==> src/rtl/rf_writeback_pkg.sv <==
// Shared types and constants for the register-file write-back front end.
package rf_writeback_pkg;

   localparam int REG_W = 5;
   localparam int XLEN  = 32;

   localparam logic [REG_W-1:0] REG_ZERO = 5'd0;
   localparam logic [REG_W-1:0] REG_SP   = 5'd2;
   localparam logic [XLEN-1:0]  SP_VAL   = 32'h2ffc;

   typedef struct packed {
      logic [REG_W-1:0] rd;
      logic [XLEN-1:0]  data;
   } wb_req_t;

   // x0 and the hardwired stack pointer are never written and never tracked.
   function automatic logic is_dropped(logic [REG_W-1:0] rd, logic [REG_W-1:0] sp);
      return (rd == REG_ZERO) || (rd == sp);
   endfunction

endpackage

==> src/rtl/rf_writeback_if.sv <==
// Producer, decoder-query and RF write-port signals of the write-back front end.
// valid/ready: a result transfers on a rising edge where valid && ready; once
// valid is raised the producer holds rd/data stable until that edge.
interface rf_writeback_if;
   import rf_writeback_pkg::*;

   logic             alu_valid;
   logic             alu_ready;
   logic [REG_W-1:0] alu_rd;
   logic [XLEN-1:0]  alu_data;

   logic             mem_valid;
   logic             mem_ready;
   logic [REG_W-1:0] mem_rd;
   logic [XLEN-1:0]  mem_data;

   logic             issue_en;
   logic [REG_W-1:0] issue_rd;
   logic [REG_W-1:0] q_ra1;
   logic [REG_W-1:0] q_ra2;
   logic             busy1;
   logic             busy2;

   logic             rf_we;
   logic [REG_W-1:0] rf_wa;
   logic [XLEN-1:0]  rf_wd;

   modport slave (
      input  alu_valid, alu_rd, alu_data,
      input  mem_valid, mem_rd, mem_data,
      input  issue_en, issue_rd, q_ra1, q_ra2,
      output alu_ready, mem_ready, busy1, busy2,
      output rf_we, rf_wa, rf_wd
   );

   modport master (
      output alu_valid, alu_rd, alu_data,
      output mem_valid, mem_rd, mem_data,
      output issue_en, issue_rd, q_ra1, q_ra2,
      input  alu_ready, mem_ready, busy1, busy2,
      input  rf_we, rf_wa, rf_wd
   );

endinterface

==> src/rtl/rf_writeback_wb_fifo.sv <==
// Circular FIFO of write-back requests; an extra pointer bit separates full from empty.
module wb_fifo
   import rf_writeback_pkg::*;
#(
   parameter int DEPTH = 4
) (
   input  logic    clk,
   input  logic    rst,
   input  logic    push,
   input  logic    pop,
   input  wb_req_t din,
   output wb_req_t head,
   output logic    full,
   output logic    empty
);

   localparam int AW = $clog2(DEPTH);

   wb_req_t       mem [DEPTH];
   logic [AW:0]   wptr;
   logic [AW:0]   rptr;

   always_ff @(posedge clk) begin
      if (rst) begin
         wptr <= '0;
         rptr <= '0;
      end else begin
         if (push) wptr <= wptr + 1'b1;
         if (pop)  rptr <= rptr + 1'b1;
      end
   end

   always_ff @(posedge clk) begin
      if (push) mem[wptr[AW-1:0]] <= din;
   end

   assign head  = mem[rptr[AW-1:0]];
   assign empty = (wptr == rptr);
   assign full  = (wptr[AW] != rptr[AW]) && (wptr[AW-1:0] == rptr[AW-1:0]);

endmodule

==> src/rtl/rf_writeback.sv <==
// Merges ALU and MEM/MDU results onto the single RF write port and keeps the
// pending-destination scoreboard that the decoder queries for hazards.
module rf_writeback
   import rf_writeback_pkg::*;
#(
   parameter int               DEPTH  = 4,
   parameter logic [REG_W-1:0] SP_REG = REG_SP
) (
   input  logic          clk,
   input  logic          rst,
   rf_writeback_if.slave wb
);

   localparam logic [31:0] SB_KEEP = ~((32'd1 << REG_ZERO) | (32'd1 << SP_REG));

   wb_req_t alu_req;
   wb_req_t mem_req;
   wb_req_t head;
   wb_req_t commit_req;
   logic    full;
   logic    empty;
   logic    push;
   logic    pop;
   logic    alu_acc;
   logic    commit_v;
   logic    commit_we;

   logic             rf_we_q;
   logic [REG_W-1:0] rf_wa_q;
   logic [XLEN-1:0]  rf_wd_q;
   logic [31:0]      sb;
   logic [31:0]      sb_set;
   logic [31:0]      sb_clr;

   assign alu_req = '{rd: wb.alu_rd, data: wb.alu_data};
   assign mem_req = '{rd: wb.mem_rd, data: wb.mem_data};

   assign wb.mem_ready = 1'b1;
   assign wb.alu_ready = !full;
   assign alu_acc      = wb.alu_valid && !full;

   wb_fifo #(.DEPTH(DEPTH)) u_fifo (
      .clk   (clk),
      .rst   (rst),
      .push  (push),
      .pop   (pop),
      .din   (alu_req),
      .head  (head),
      .full  (full),
      .empty (empty)
   );

   // MEM always wins; a queued ALU result goes next; an ALU result skips the
   // FIFO only when nothing is queued ahead of it.
   always_comb begin
      push       = 1'b0;
      pop        = 1'b0;
      commit_v   = 1'b0;
      commit_req = alu_req;
      if (wb.mem_valid) begin
         commit_v   = 1'b1;
         commit_req = mem_req;
         push       = alu_acc;
      end else if (!empty) begin
         commit_v   = 1'b1;
         commit_req = head;
         pop        = 1'b1;
         push       = alu_acc;
      end else if (alu_acc) begin
         commit_v   = 1'b1;
         commit_req = alu_req;
      end
   end

   assign commit_we = commit_v && !is_dropped(commit_req.rd, SP_REG);

   always_ff @(posedge clk) begin
      if (rst) begin
         rf_we_q <= 1'b0;
         rf_wa_q <= '0;
         rf_wd_q <= '0;
      end else begin
         rf_we_q <= commit_we;
         if (commit_we) begin
            rf_wa_q <= commit_req.rd;
            rf_wd_q <= commit_req.data;
         end
      end
   end

   assign wb.rf_we = rf_we_q;
   assign wb.rf_wa = rf_wa_q;
   assign wb.rf_wd = rf_wd_q;

   // Set after clear so a newer producer issued in the commit cycle stays pending.
   assign sb_clr = rf_we_q     ? (32'd1 << rf_wa_q)     : 32'd0;
   assign sb_set = wb.issue_en ? (32'd1 << wb.issue_rd) : 32'd0;

   always_ff @(posedge clk) begin
      if (rst) sb <= '0;
      else     sb <= ((sb & ~sb_clr) | sb_set) & SB_KEEP;
   end

   // The write landing now is forwarded by the RF, so it already reads as not busy.
   assign wb.busy1 = sb[wb.q_ra1] && !(rf_we_q && (rf_wa_q == wb.q_ra1));
   assign wb.busy2 = sb[wb.q_ra2] && !(rf_we_q && (rf_wa_q == wb.q_ra2));

endmodule
==> src/flat_wrapper.sv <==
// flat-port wrapper written by rule: the top's interface ports become plain ports
module rf_writeback_flat import rf_writeback_pkg::*;
#(
   parameter int               DEPTH  = 4,
   parameter logic [REG_W-1:0] SP_REG = REG_SP
)
  (clk, rst, wb_alu_valid, wb_alu_rd, wb_alu_data, wb_mem_valid, wb_mem_rd, wb_mem_data, wb_issue_en, wb_issue_rd, wb_q_ra1, wb_q_ra2, wb_alu_ready, wb_mem_ready, wb_busy1, wb_busy2, wb_rf_we, wb_rf_wa, wb_rf_wd);
  rf_writeback_if wb_i ();
  input  logic clk;
  input  logic rst;
  input wire logic [$bits(wb_i.alu_valid)-1:0] wb_alu_valid;
  input wire logic [$bits(wb_i.alu_rd)-1:0] wb_alu_rd;
  input wire logic [$bits(wb_i.alu_data)-1:0] wb_alu_data;
  input wire logic [$bits(wb_i.mem_valid)-1:0] wb_mem_valid;
  input wire logic [$bits(wb_i.mem_rd)-1:0] wb_mem_rd;
  input wire logic [$bits(wb_i.mem_data)-1:0] wb_mem_data;
  input wire logic [$bits(wb_i.issue_en)-1:0] wb_issue_en;
  input wire logic [$bits(wb_i.issue_rd)-1:0] wb_issue_rd;
  input wire logic [$bits(wb_i.q_ra1)-1:0] wb_q_ra1;
  input wire logic [$bits(wb_i.q_ra2)-1:0] wb_q_ra2;
  output wire logic [$bits(wb_i.alu_ready)-1:0] wb_alu_ready;
  output wire logic [$bits(wb_i.mem_ready)-1:0] wb_mem_ready;
  output wire logic [$bits(wb_i.busy1)-1:0] wb_busy1;
  output wire logic [$bits(wb_i.busy2)-1:0] wb_busy2;
  output wire logic [$bits(wb_i.rf_we)-1:0] wb_rf_we;
  output wire logic [$bits(wb_i.rf_wa)-1:0] wb_rf_wa;
  output wire logic [$bits(wb_i.rf_wd)-1:0] wb_rf_wd;
  assign wb_i.alu_valid = wb_alu_valid;
  assign wb_i.alu_rd = wb_alu_rd;
  assign wb_i.alu_data = wb_alu_data;
  assign wb_i.mem_valid = wb_mem_valid;
  assign wb_i.mem_rd = wb_mem_rd;
  assign wb_i.mem_data = wb_mem_data;
  assign wb_i.issue_en = wb_issue_en;
  assign wb_i.issue_rd = wb_issue_rd;
  assign wb_i.q_ra1 = wb_q_ra1;
  assign wb_i.q_ra2 = wb_q_ra2;
  assign wb_alu_ready = wb_i.alu_ready;
  assign wb_mem_ready = wb_i.mem_ready;
  assign wb_busy1 = wb_i.busy1;
  assign wb_busy2 = wb_i.busy2;
  assign wb_rf_we = wb_i.rf_we;
  assign wb_rf_wa = wb_i.rf_wa;
  assign wb_rf_wd = wb_i.rf_wd;
  rf_writeback #(.DEPTH(DEPTH), .SP_REG(SP_REG)) u_core (.clk(clk), .rst(rst), .wb(wb_i));
endmodule
==> config.mk <==
export PLATFORM = sky130hd
export DESIGN_NAME = rf_writeback_flat
export DESIGN_NICKNAME = d
export VERILOG_FILES = /design/src/rtl/rf_writeback_pkg.sv /design/src/rtl/rf_writeback_if.sv /design/src/rtl/rf_writeback_wb_fifo.sv /design/src/rtl/rf_writeback.sv /design/src/flat_wrapper.sv
export SDC_FILE = /design/constraint.sdc
export NUM_CORES = 1
export LEC_CHECK = 0
export CAP_MARGIN = 15
export CORE_UTILIZATION = 40
export CTS_CLUSTER_SIZE = 12
export DETAILED_ROUTE_END_ITERATION = 16
export GPL_TIMING_DRIVEN = 1
export HOLD_SLACK_MARGIN = 0.06
export PLACE_DENSITY_LB_ADDON = 0.08
export SLEW_MARGIN = 10
export SYNTH_ARGS = -nofsm -noshare
export SYNTH_HDL_FRONTEND = slang
export SYNTH_SLANG_ARGS = --single-unit
==> constraint.sdc <==
create_clock -name clk -period 3.54 [get_ports clk]
set_clock_uncertainty 0.2 [all_clocks]
set_input_delay 0.885 -clock clk [delete_from_list [all_inputs] [get_ports clk]]
set_output_delay 0.885 -clock clk [all_outputs]
set_load 0.02 [all_outputs]
==> flow_summary.ini, run 1 <==
[status]
outcome = complete, no violations

[floorplanning]
floorplan.initialDensity_pct = 40.9
dieHeight_microns = 160
rows = 57
fp.dieArea_sq_mm = 0.0256
io-pin-count = 136
die-width_microns = 160
core_area_sq_mm = 0.0244

[worst_setup_path]
critical-path-slowest-cell = mux4_2
worst_setup_end_kind = output pin
cp.arrival_ns = 2.38
path_buf_inv = 2
timing.setup.critical_path_class = in -> out
critPathMaxStageDelay_ns = 0.49
critical_path.cell_chain = buf_8 -> mux4_2 -> mux4_2 -> nand2_1 -> o31a_1 -> a31oi_1 -> buf_4
timing.critical_path.required_ns = 2.45
timing.critical_path.max_delay_family = multiplexers
worst-path-max-fanout = 5
critPathMostFrequentCell = mux4_2
cp-start-kind = input port

[drt]
route.layer.met1.wl_microns = 9500
drc_errors = 0
met3_length_microns = 1370
first_pass_iters = 5
drt-vias-per-instance = 5.38
via_count = 6407
route.detailed.wl_per_inst_microns = 19.2
routed-wl-met2_microns = 11400
dr.first_iter.drc_count = 324
route.top_layer_used = met5
drt-total-wl_microns = 22900
postRouteAntennaNets = 0

[grt]
wire_length_of_the_first_global_routing_pass_microns = 36400
antenna_found_initial = 1
grt_max_degree = 69
vias_in_the_first_global_route = 6731
globalRouteOverflowTotal = 0
grt_use_total_pct = 18.2

[clock_network]
cts.reportedPaths.clkPinSlew_ns = 0.05
cts-buffers-inserted = 26
clock_latency_ns = 0.53
root_buffer = clkbuf_16
clock_sink_count = 224
cts_hold_buf = 0
cts_tree = done
maximum_clock_insertion_buffer_count = 3
cts_max_level = 1

[yosys]
yosysUniqueCellTypes = 44
netlist_instances = 708
synth_warnings = 0
synth-seq-area-share_pct = 59.8
synthesis.area_per_instance_sq_um = 14.1
postSynthRegisterBits = 224
synth.cell_area_sq_mm = 0.00997
synth_nets = 807

[placed_design]
detailed_place.area_sq_mm = 0.0117
post-dp-hpwl_microns = 15100
port_buffers = 134
place.gp.congestion = 0.917
placed_cells = 1144
placement.setup.worst_slack_ns = -0.853

[sta]
grt_setup_unrepaired = yes
tns_ns = 0
timing.final.setup_violations = 0
timing.final.crit_period_ns = 3.47
slew_viol_final = 0
maxClockFrequency_mhz = 288
postLayoutSetupSlackWorst_ns = 0.0714
finalCritPeriodShare_pct = 98.0
slew-limit-headroom_pct = 48.7
max_slew.worst_pin.slew_ns = 0.770
report.final.hold_viol_count = 0

[min_path]
min_path_type = reg -> reg

[pwr]
power-per-cell-area_mw_per_mm2 = 652
fin_total_pwr_mw = 8.19
max_rail_drop_vdd_mv = 0.356
static-leakage-power_nw = 4.18

[job]
max_cap_viol_count = 0

[final_layout]
fin_nets = 946
fillCellCount = 2096
insertedDiodeCount = 0
post_route_cell_area_sq_mm = 0.0126
areaGrowthSynthToFinish_pct = 26.1
drive_gt1_share_pct = 19.4
final_instance_count_without_filler_cells = 1191
## layout make-up
| cell class | instances | area [sq um] | area share, % |
|---|---|---|---|
| multi-input cells | 432 | 3770 | 30.0 |
| flip-flops and latches | 224 | 5970 | 47.5 |
| well taps | 324 | 405 | 3.23 |
| repair buffers | 159 | 1590 | 12.6 |
| inverters | 4 | 15.0 | 0.119 |
| clock inverters | 12 | 116 | 0.926 |
| clock buffers | 36 | 708 | 5.64 |
## kinds of logic (layout without fill, tap and decap cells)
logic type,count (synthesis),count (layout),synth area share (%)
other,1,1,0.0376
and+or+nand+nor,158,158,7.82
adders and majority gates,5,5,0.628
muxes,124,124,19.3
AOI/OAI and AO/OA,124,124,7.97
xor gates and xnor gates,20,20,1.91
buffers and inverters,52,211,2.52
DFF,224,224,59.8
## worst paths after layout
check / depth (start not counted) / start / slack (ns) / to
worst max-delay path: 7 / wb_q_ra2[0] / 0.07 / wb_busy2
worst min-delay path: 2 / u_core.wb.rf_wd[24] / 0.25 / u_core.wb.rf_wd[24]
worst max register to register: 6 / flip-flop / 0.99 / u_core.wb.rf_wd[23]
worst min register to register: 2 / u_core.wb.rf_wd[24] / 0.25 / u_core.wb.rf_wd[24]
## routing by layer
metal	vias to the layer above	track usage (%)
met4	2	5.97
li1	2981	-
met1	3180	22.8
met2	201	31.4
met5	-	0
met3	43	3.66
## stage by stage
step	hold slack [ns]	utilization (%)
after floorplan	0.260	-
after global placement	0.245	48.1
after detailed placement	0.251	48.1
after CTS	0.259	51.5
after global routing	0.270	51.5
final	0.254	51.5
## cells in the final DEF, fill, tap and decap left out, drive strengths merged, types with 5 or more instances in the layout
master | synthesis | final
edfxtp | 148 | 148
clkdlybuf4s50 | 0 | 125
dfxtp | 76 | 76
nand2 | 73 | 73
mux4 | 51 | 51
mux2i | 40 | 40
clkbuf | 34 | 38
nand2b | 36 | 36
o211ai | 34 | 34
mux2 | 33 | 33
o21ai | 31 | 31
a21oi | 31 | 31
buf | 14 | 30
nor2 | 18 | 18
xor2 | 12 | 12
clkinv | 0 | 10
xnor2 | 8 | 8
nor3 | 7 | 7
o31a | 6 | 6
nand3b | 5 | 5
ha | 5 | 5
a41o | 5 | 5
## sequential cells by signal, indices dropped and copies added, names as in the netlist, named ones only
signal,cells
u_core.u_fifo.wptr,3
u_core.u_fifo.mem,148
u_core.wb.rf_wa,5
u_core.u_fifo.rptr,3
u_core.sb,30
u_core.wb.rf_we,1
u_core.wb.rf_wd,32
## Yosys cell counts (all sizes together)
library cell	number	area (sq um)
o32ai	2	17.5
a21boi	2	15.0
nand3	3	15.0
xor2	12	120
a31o	4	35.0
mux2	33	372
xnor2	8	70.1
nand3b	5	37.5
a211oi	2	15.0
or3	1	6.26
ha	5	62.6
and3	4	25.0
nor3b	3	27.5
a31oi	3	18.8
o31a	6	52.6
or3b	2	17.5
nor2b	2	12.5
dfxtp	76	1520
nand2	73	274
clkbuf	34	129
a41o	5	50.1
o22ai	4	25.0
buf	14	108
nor3	7	46.3
edfxtp	148	4440
nor2	18	67.6
nor4	2	12.5
o211ai	34	255
and2	2	12.5
a21oi	31	155
o21ai	31	155
conb	1	3.75
mux4	51	1150
inv	4	15.0
nand2b	36	225
mux2i	40	400
## worst register-to-register path, cell delays in order (launching register included)
cell and delay [ns]:
dfxtp_2 0.41, mux4_2 0.52, o31a_1 0.12, o22ai_1 0.22, a41o_2 0.53, buf_12 0.25
mux2i_1 0.22
## report_power, final
part	total, mW	leakage, nW	internal (mW)	switching [mW]
Combinational	2.27	1.80	1.15	1.12
Sequential	3.38	1.97	3.16	0.213
Clock	2.55	0.405	1.54	1.01
Total	8.19	4.18	5.85	2.34
## what timing repair did
| item | in CTS | in global routing |
|---|---|---|
| buffers inserted | 1 | 0 |
| setup endpoints to repair | 2 | 2 |
| pin swaps | 2 | 0 |
| gates cloned | 0 | 0 |
| resized for setup | 25 | 11 |
No activity file was read; power rests on OpenSTA's default activity.
==> inputs of run 2 (changes only) <==
--- a/config.mk
+++ b/config.mk
@@ -6,6 +6,8 @@
 export NUM_CORES = 1
 export LEC_CHECK = 0
 export CAP_MARGIN = 15
+export CELL_PAD_IN_SITES_DETAIL_PLACEMENT = 0
+export CELL_PAD_IN_SITES_GLOBAL_PLACEMENT = 1
 export CORE_UTILIZATION = 40
 export CTS_CLUSTER_SIZE = 12
 export DETAILED_ROUTE_END_ITERATION = 16
==> constraint.sdc (replaced) <==
create_clock -name clk -period 3.54 [get_ports clk]
set_clock_uncertainty 0.2 [all_clocks]
set_input_delay 0.531 -clock clk [delete_from_list [all_inputs] [get_ports clk]]
set_output_delay 0.531 -clock clk [all_outputs]
set_load 0.02 [all_outputs]
==> flow_summary.ini, run 2 (synthesis results as in run 1) <==
[worst_setup_path]
critPathMaxStageDelay_ns = 0.50
worst_r2r_path_depth = 6
timing.setup.critical_path_class = in -> out
crit_path_start = wb_q_ra2[0]
critical_path.cell_chain = clkdlybuf4s50_1 -> buf_4 -> mux4_2 -> mux4_2 -> nand2_1 -> o31a_1 -> a31oi_1 -> dlygate4sd2_1
cp-start-kind = input port
worst-path-max-fanout = 5
cp.arrival_ns = 2.71
timing.critical_path.required_ns = 2.81
critical_path.reg2reg.endpoint = u_core.wb.rf_wd[11]
critical-path-slowest-cell = mux4_2
worst_setup_end_kind = output pin
critPathMostFrequentCell = mux4_2
r2r_setup_slack_ns = 0.84
timing.critical_path.to = wb_busy2

[sta]
maxClockFrequency_mhz = 290
max_slew.worst_pin.slew_ns = 0.779
grt_setup_unrepaired = no
slew-limit-headroom_pct = 47.9
tns_ns = 0
timing.final.setup_violations = 0
finalCritPeriodShare_pct = 97.3
timing.final.crit_period_ns = 3.44
slew_viol_final = 0
report.final.hold_viol_count = 0

[clock_network]
cts.reportedPaths.clkPinSlew_ns = 0.05
cts_tree = done
cts-buffers-inserted = 25
cts_hold_buf = 0
clock_sink_count = 224
cts_max_level = 1
root_buffer = clkbuf_16
maximum_clock_insertion_buffer_count = 3
clock_latency_ns = 0.51

[status]
outcome = complete, no violations

[drt]
drc_errors = 0
dr.first_iter.drc_count = 259
first_pass_iters = 5
drt-vias-per-instance = 5.33
route.detailed.wl_per_inst_microns = 19.6
postRouteAntennaNets = 0
via_count = 6313
drt-total-wl_microns = 23300

[final_layout]
fin_nets = 942
final_common_cell = edfxtp_1
largest_register_ffs = 148
core_occupancy_in_the_finished_layout_pct = 51.0
drive_gt1_share_pct = 18.1
areaGrowthSynthToFinish_pct = 24.9
insertedDiodeCount = 0
top_library_cells_by_usage_in_the_layout_fill_and_taps_aside = edfxtp_1 (148), clkdlybuf4s50_1 (131), dfxtp_1 (74)

[grt]
grt_use_total_pct = 18.4
globalRouteOverflowTotal = 0
antenna_found_initial = 0
grt_max_degree = 43
vias_in_the_first_global_route = 6621
wire_length_of_the_first_global_routing_pass_microns = 36800

[floorplanning]
core_area_sq_mm = 0.0244
floorplan.initialDensity_pct = 40.9
die-width_microns = 160
dieHeight_microns = 160
io-pin-count = 136
rows = 57
fp.dieArea_sq_mm = 0.0256

[placed_design]
post-dp-hpwl_microns = 15800
port_buffers = 134
place.gp.congestion = 0.854

[job]
max_cap_viol_count = 0

[pwr]
max_rail_drop_vdd_mv = 0.424
power-per-cell-area_mw_per_mm2 = 641
fin_total_pwr_mw = 7.98
static-leakage-power_nw = 4.10

[min_path]
min_path_type = reg -> reg
min_from = u_core.wb.rf_wd[14]
[run 2: cell types whose count changed in the layout (fill, tap and decap cells not counted), moves of 2 or more]
cell | previous run | this run
clkbuf_2 | 2 | 0
dlymetal6s2s_1 | 2 | 0
clkbuf_4 | 0 | 2
dlygate4sd2_1 | 0 | 2
buf_8 | 2 | 0
clkinv_1 | 4 | 2
buf_4 | 22 | 17
clkdlybuf4s50_1 | 125 | 131
bufinv_16 | 2 | 0
[run 2: power breakdown]
group / switching (mW) / leakage (nW) / internal (mW) / total, mW
Clock: 0.967 / 0.368 / 1.36 / 2.33
Sequential: 0.213 / 1.97 / 3.16 / 3.38
Combinational: 1.13 / 1.76 / 1.15 / 2.28
Total: 2.31 / 4.10 / 5.67 / 7.98
[run 2: per-stage QoR]
| step | hold WS (ns) | area (sq um) | setup WS [ns] | cells |
|---|---|---|---|---|
| after floorplan | 0.260 | 9970 | 0.720 | 708 |
| after global placement | 0.245 | 11700 | -0.151 | 1140 |
| after detailed placement | 0.255 | 11700 | -0.150 | 1140 |
| after CTS | 0.263 | 12400 | 0.0689 | 1185 |
| after global routing | 0.285 | 12400 | 0.00264 | 1185 |
| final | 0.259 | 12400 | 0.0965 | 1185 |
[run 2: critical path: cells and delay by family]
family	cells	cell delay [ns]
multiplexers	2	0.98
buffers and inverters	3	0.95
AO/OA/AOI/OAI	2	0.16
AND/OR/NAND/NOR	1	0.08
[run 2: worst min path at each step]
stage / endpoint / cells past startpoint
3_3_place_gp: u_core.wb.rf_wd[29] / 2
6_report: u_core.wb.rf_wd[14] / 2
5_1_grt: u_core.wb.rf_wd[14] / 2
3_5_place_dp: u_core.wb.rf_wd[24] / 2
2_1_floorplan: u_core.sb[10] / 2
4_1_cts: u_core.wb.rf_wd[24] / 2
[run 2: layout make-up]
type	count	area [sq um]
well taps	324	405
clock inverters	8	41.3
repair buffers	156	1560
inverters	4	15.0
clock buffers	37	698
fillers	2120	11900
flip-flops and latches	224	5970
multi-input cells	432	3760
[run 2: layer usage]
layer	share of wire [%]	up-vias	wire length, microns	global-route usage (%)
met1	43	3140	10100	23.7
met5	0	-	0	0
met4	1.9	0	442	4.81
met3	4.9	34	1150	3.14
met2	50	163	11600	32.2
li1	-	2976	-	-
[run 2: repair_timing]
| item | CTS | global route |
|---|---|---|
| buffers inserted | 0 | 0 |
| endpoints found under the setup margin | 2 | 0 |
| gates resized for setup | 2 | 0 |
==> inputs of run 3 (changes only) <==
--- a/config.mk
+++ b/config.mk
@@ -5,15 +5,15 @@
 export SDC_FILE = /design/constraint.sdc
 export NUM_CORES = 1
 export LEC_CHECK = 0
-export CAP_MARGIN = 15
+export CAP_MARGIN = 20
 export CELL_PAD_IN_SITES_DETAIL_PLACEMENT = 0
 export CELL_PAD_IN_SITES_GLOBAL_PLACEMENT = 1
 export CORE_UTILIZATION = 40
 export CTS_CLUSTER_SIZE = 12
 export DETAILED_ROUTE_END_ITERATION = 16
 export GPL_TIMING_DRIVEN = 1
-export HOLD_SLACK_MARGIN = 0.06
 export PLACE_DENSITY_LB_ADDON = 0.08
+export SETUP_SLACK_MARGIN = 0.5
 export SLEW_MARGIN = 10
 export SYNTH_ARGS = -nofsm -noshare
 export SYNTH_HDL_FRONTEND = slang
==> flow_summary.ini, run 3 (synthesis results as in run 1) <==
[status]
outcome = complete, no violations

[sta]
finalCritPeriodShare_pct = 83.9
hold-worst-slack_ns = 0.259
timing.final.crit_period_ns = 2.97
max_slew.worst_pin.slew_ns = 0.781
grt_setup_unrepaired = yes
report.final.hold_viol_count = 0
slew-limit-headroom_pct = 47.8
tns_ns = 0
slew_viol_final = 0
maxClockFrequency_mhz = 337
timing.final.setup_violations = 0

[floorplanning]
io-pin-count = 136
dieHeight_microns = 160
rows = 57
die-width_microns = 160
floorplan.initialDensity_pct = 40.9
fp.dieArea_sq_mm = 0.0256
core_area_sq_mm = 0.0244

[final_layout]
fillCellCount = 2118
multi_input_comb_area_sq_mm = 0.00376
final_common_cell = edfxtp_1
regArea_sq_mm = 0.00597
fin_nets = 942
largest_register_ffs = 148
areaGrowthSynthToFinish_pct = 24.9
top_library_cells_by_usage_in_the_layout_fill_and_taps_aside = edfxtp_1 (148), clkdlybuf4s50_1 (127), nand2_1 (73), dfxtp_1 (73), mux4_2 (51)
drive_gt1_share_pct = 18.5
insertedDiodeCount = 0

[worst_setup_path]
critPathMaxStageDelay_ns = 0.50
worst-path-max-fanout = 5
critPathMostFrequentCell = mux4_2
cp-start-kind = input port
critical-path-slowest-cell = mux4_2
worst_setup_end_kind = output pin
timing.setup.critical_path_class = in -> out
path_buf_inv = 3
timing.critical_path.max_delay_family = multiplexers
critical_path.cell_chain = clkdlybuf4s15_1 -> buf_6 -> mux4_2 -> mux4_2 -> nand2_1 -> o31a_1 -> a31oi_1 -> buf_4
timing.critical_path.required_ns = 2.81
r2r_setup_slack_ns = 0.84
cp.arrival_ns = 2.24

[clock_network]
clock_sink_count = 224
cts_max_level = 1
cts-buffers-inserted = 25
root_buffer = clkbuf_16
cts.reportedPaths.clkPinSlew_ns = 0.05
maximum_clock_insertion_buffer_count = 3
cts_tree = done
cts_hold_buf = 0
clock_latency_ns = 0.51
postCtsSetupRepairBufs = 0

[drt]
dr.first_iter.drc_count = 258
first_pass_iters = 4
drc_errors = 0
drt-vias-per-instance = 5.33
via_count = 6311
postRouteAntennaNets = 0
drt-total-wl_microns = 23300
route.detailed.wl_per_inst_microns = 19.6

[pwr]
max_rail_drop_vdd_mv = 0.424
static-leakage-power_nw = 4.11
power-per-cell-area_mw_per_mm2 = 641

[grt]
antenna_found_initial = 0
vias_in_the_first_global_route = 6622
globalRouteOverflowTotal = 0
grt_use_total_pct = 18.4
wire_length_of_the_first_global_routing_pass_microns = 36800
grt_max_degree = 43

[placed_design]
port_buffers = 134
place.gp.congestion = 0.854
post-dp-hpwl_microns = 15800

[min_path]
min_path_type = reg -> reg

[job]
max_cap_viol_count = 0
==> run 3: cell count changes in the layout (fill, tap and decap cells not counted), sizes merged <==
cell	change
clkdlybuf4s15	+2
clkdlybuf4s50	-4
dlygate4sd2	-1
buf	+2
dlymetal6s2s	+1
==> run 3: final timing paths <==
path,cells past startpoint,endpoint,from
max reg2reg,6,u_core.wb.rf_wd[11],flip-flop
max,8,wb_busy2,wb_q_ra2[0]
min reg2reg,2,u_core.wb.rf_wd[14],u_core.wb.rf_wd[14]
min,2,u_core.wb.rf_wd[14],u_core.wb.rf_wd[14]
==> run 3: repair_timing <==
item / in CTS / in global routing
pin swaps: 2 / 1
endpoints found under the setup margin: 2 / 2
resized for setup: 17 / 4
==> run 3: layout make-up <==
type                       instances  share of cell area [%]
multi-input combinational        432                    30.2
clock buffer                      37                    5.61
timing repair buffer             156                    12.6
sequential                       224                    47.9
tap                              324                    3.25
inverter                           4                   0.121
clock inverter                     8                   0.332
==> run 3: report_power, final <==
part	leakage, nW	switching, mW	internal, mW
Sequential	1.97	0.213	3.16
Combinational	1.77	1.13	1.15
Clock	0.368	0.967	1.36
==> run 3: layer usage <==
layer | vias to the layer above | track usage (%) | part of all wire, % | wire [microns]
met2 | 158 | 32.2 | 50 | 11600
met5 | - | 0 | 0 | 0
met4 | 0 | 4.81 | 1.9 | 442
met1 | 3143 | 23.7 | 44 | 10100
met3 | 34 | 3.14 | 4.8 | 1130
li1 | 2976 | - | - | -
==> run 3: metrics by stage <==
step | power [mW] | util [%] | cell area (sq um) | setup WS, ns | std cells
2_1_floorplan | 4.89 | - | 9970 | 0.720 | 708
3_3_place_gp | 5.71 | 48.0 | 11700 | -0.151 | 1140
3_5_place_dp | 5.75 | 48.0 | 11700 | -0.150 | 1140
4_1_cts | 8.11 | 51.0 | 12400 | 0.432 | 1185
5_1_grt | 8.37 | 51.1 | 12500 | 0.491 | 1185
6_report | 7.99 | 51.1 | 12500 | 0.569 | 1185
==> run 3: worst min-delay path, delay by kind of cell, from the launching register on <==
family,cells,cell delay [ns]
flip-flops,1,0.30
AND/OR/NAND/NOR,1,0.05
multiplexers,1,0.05
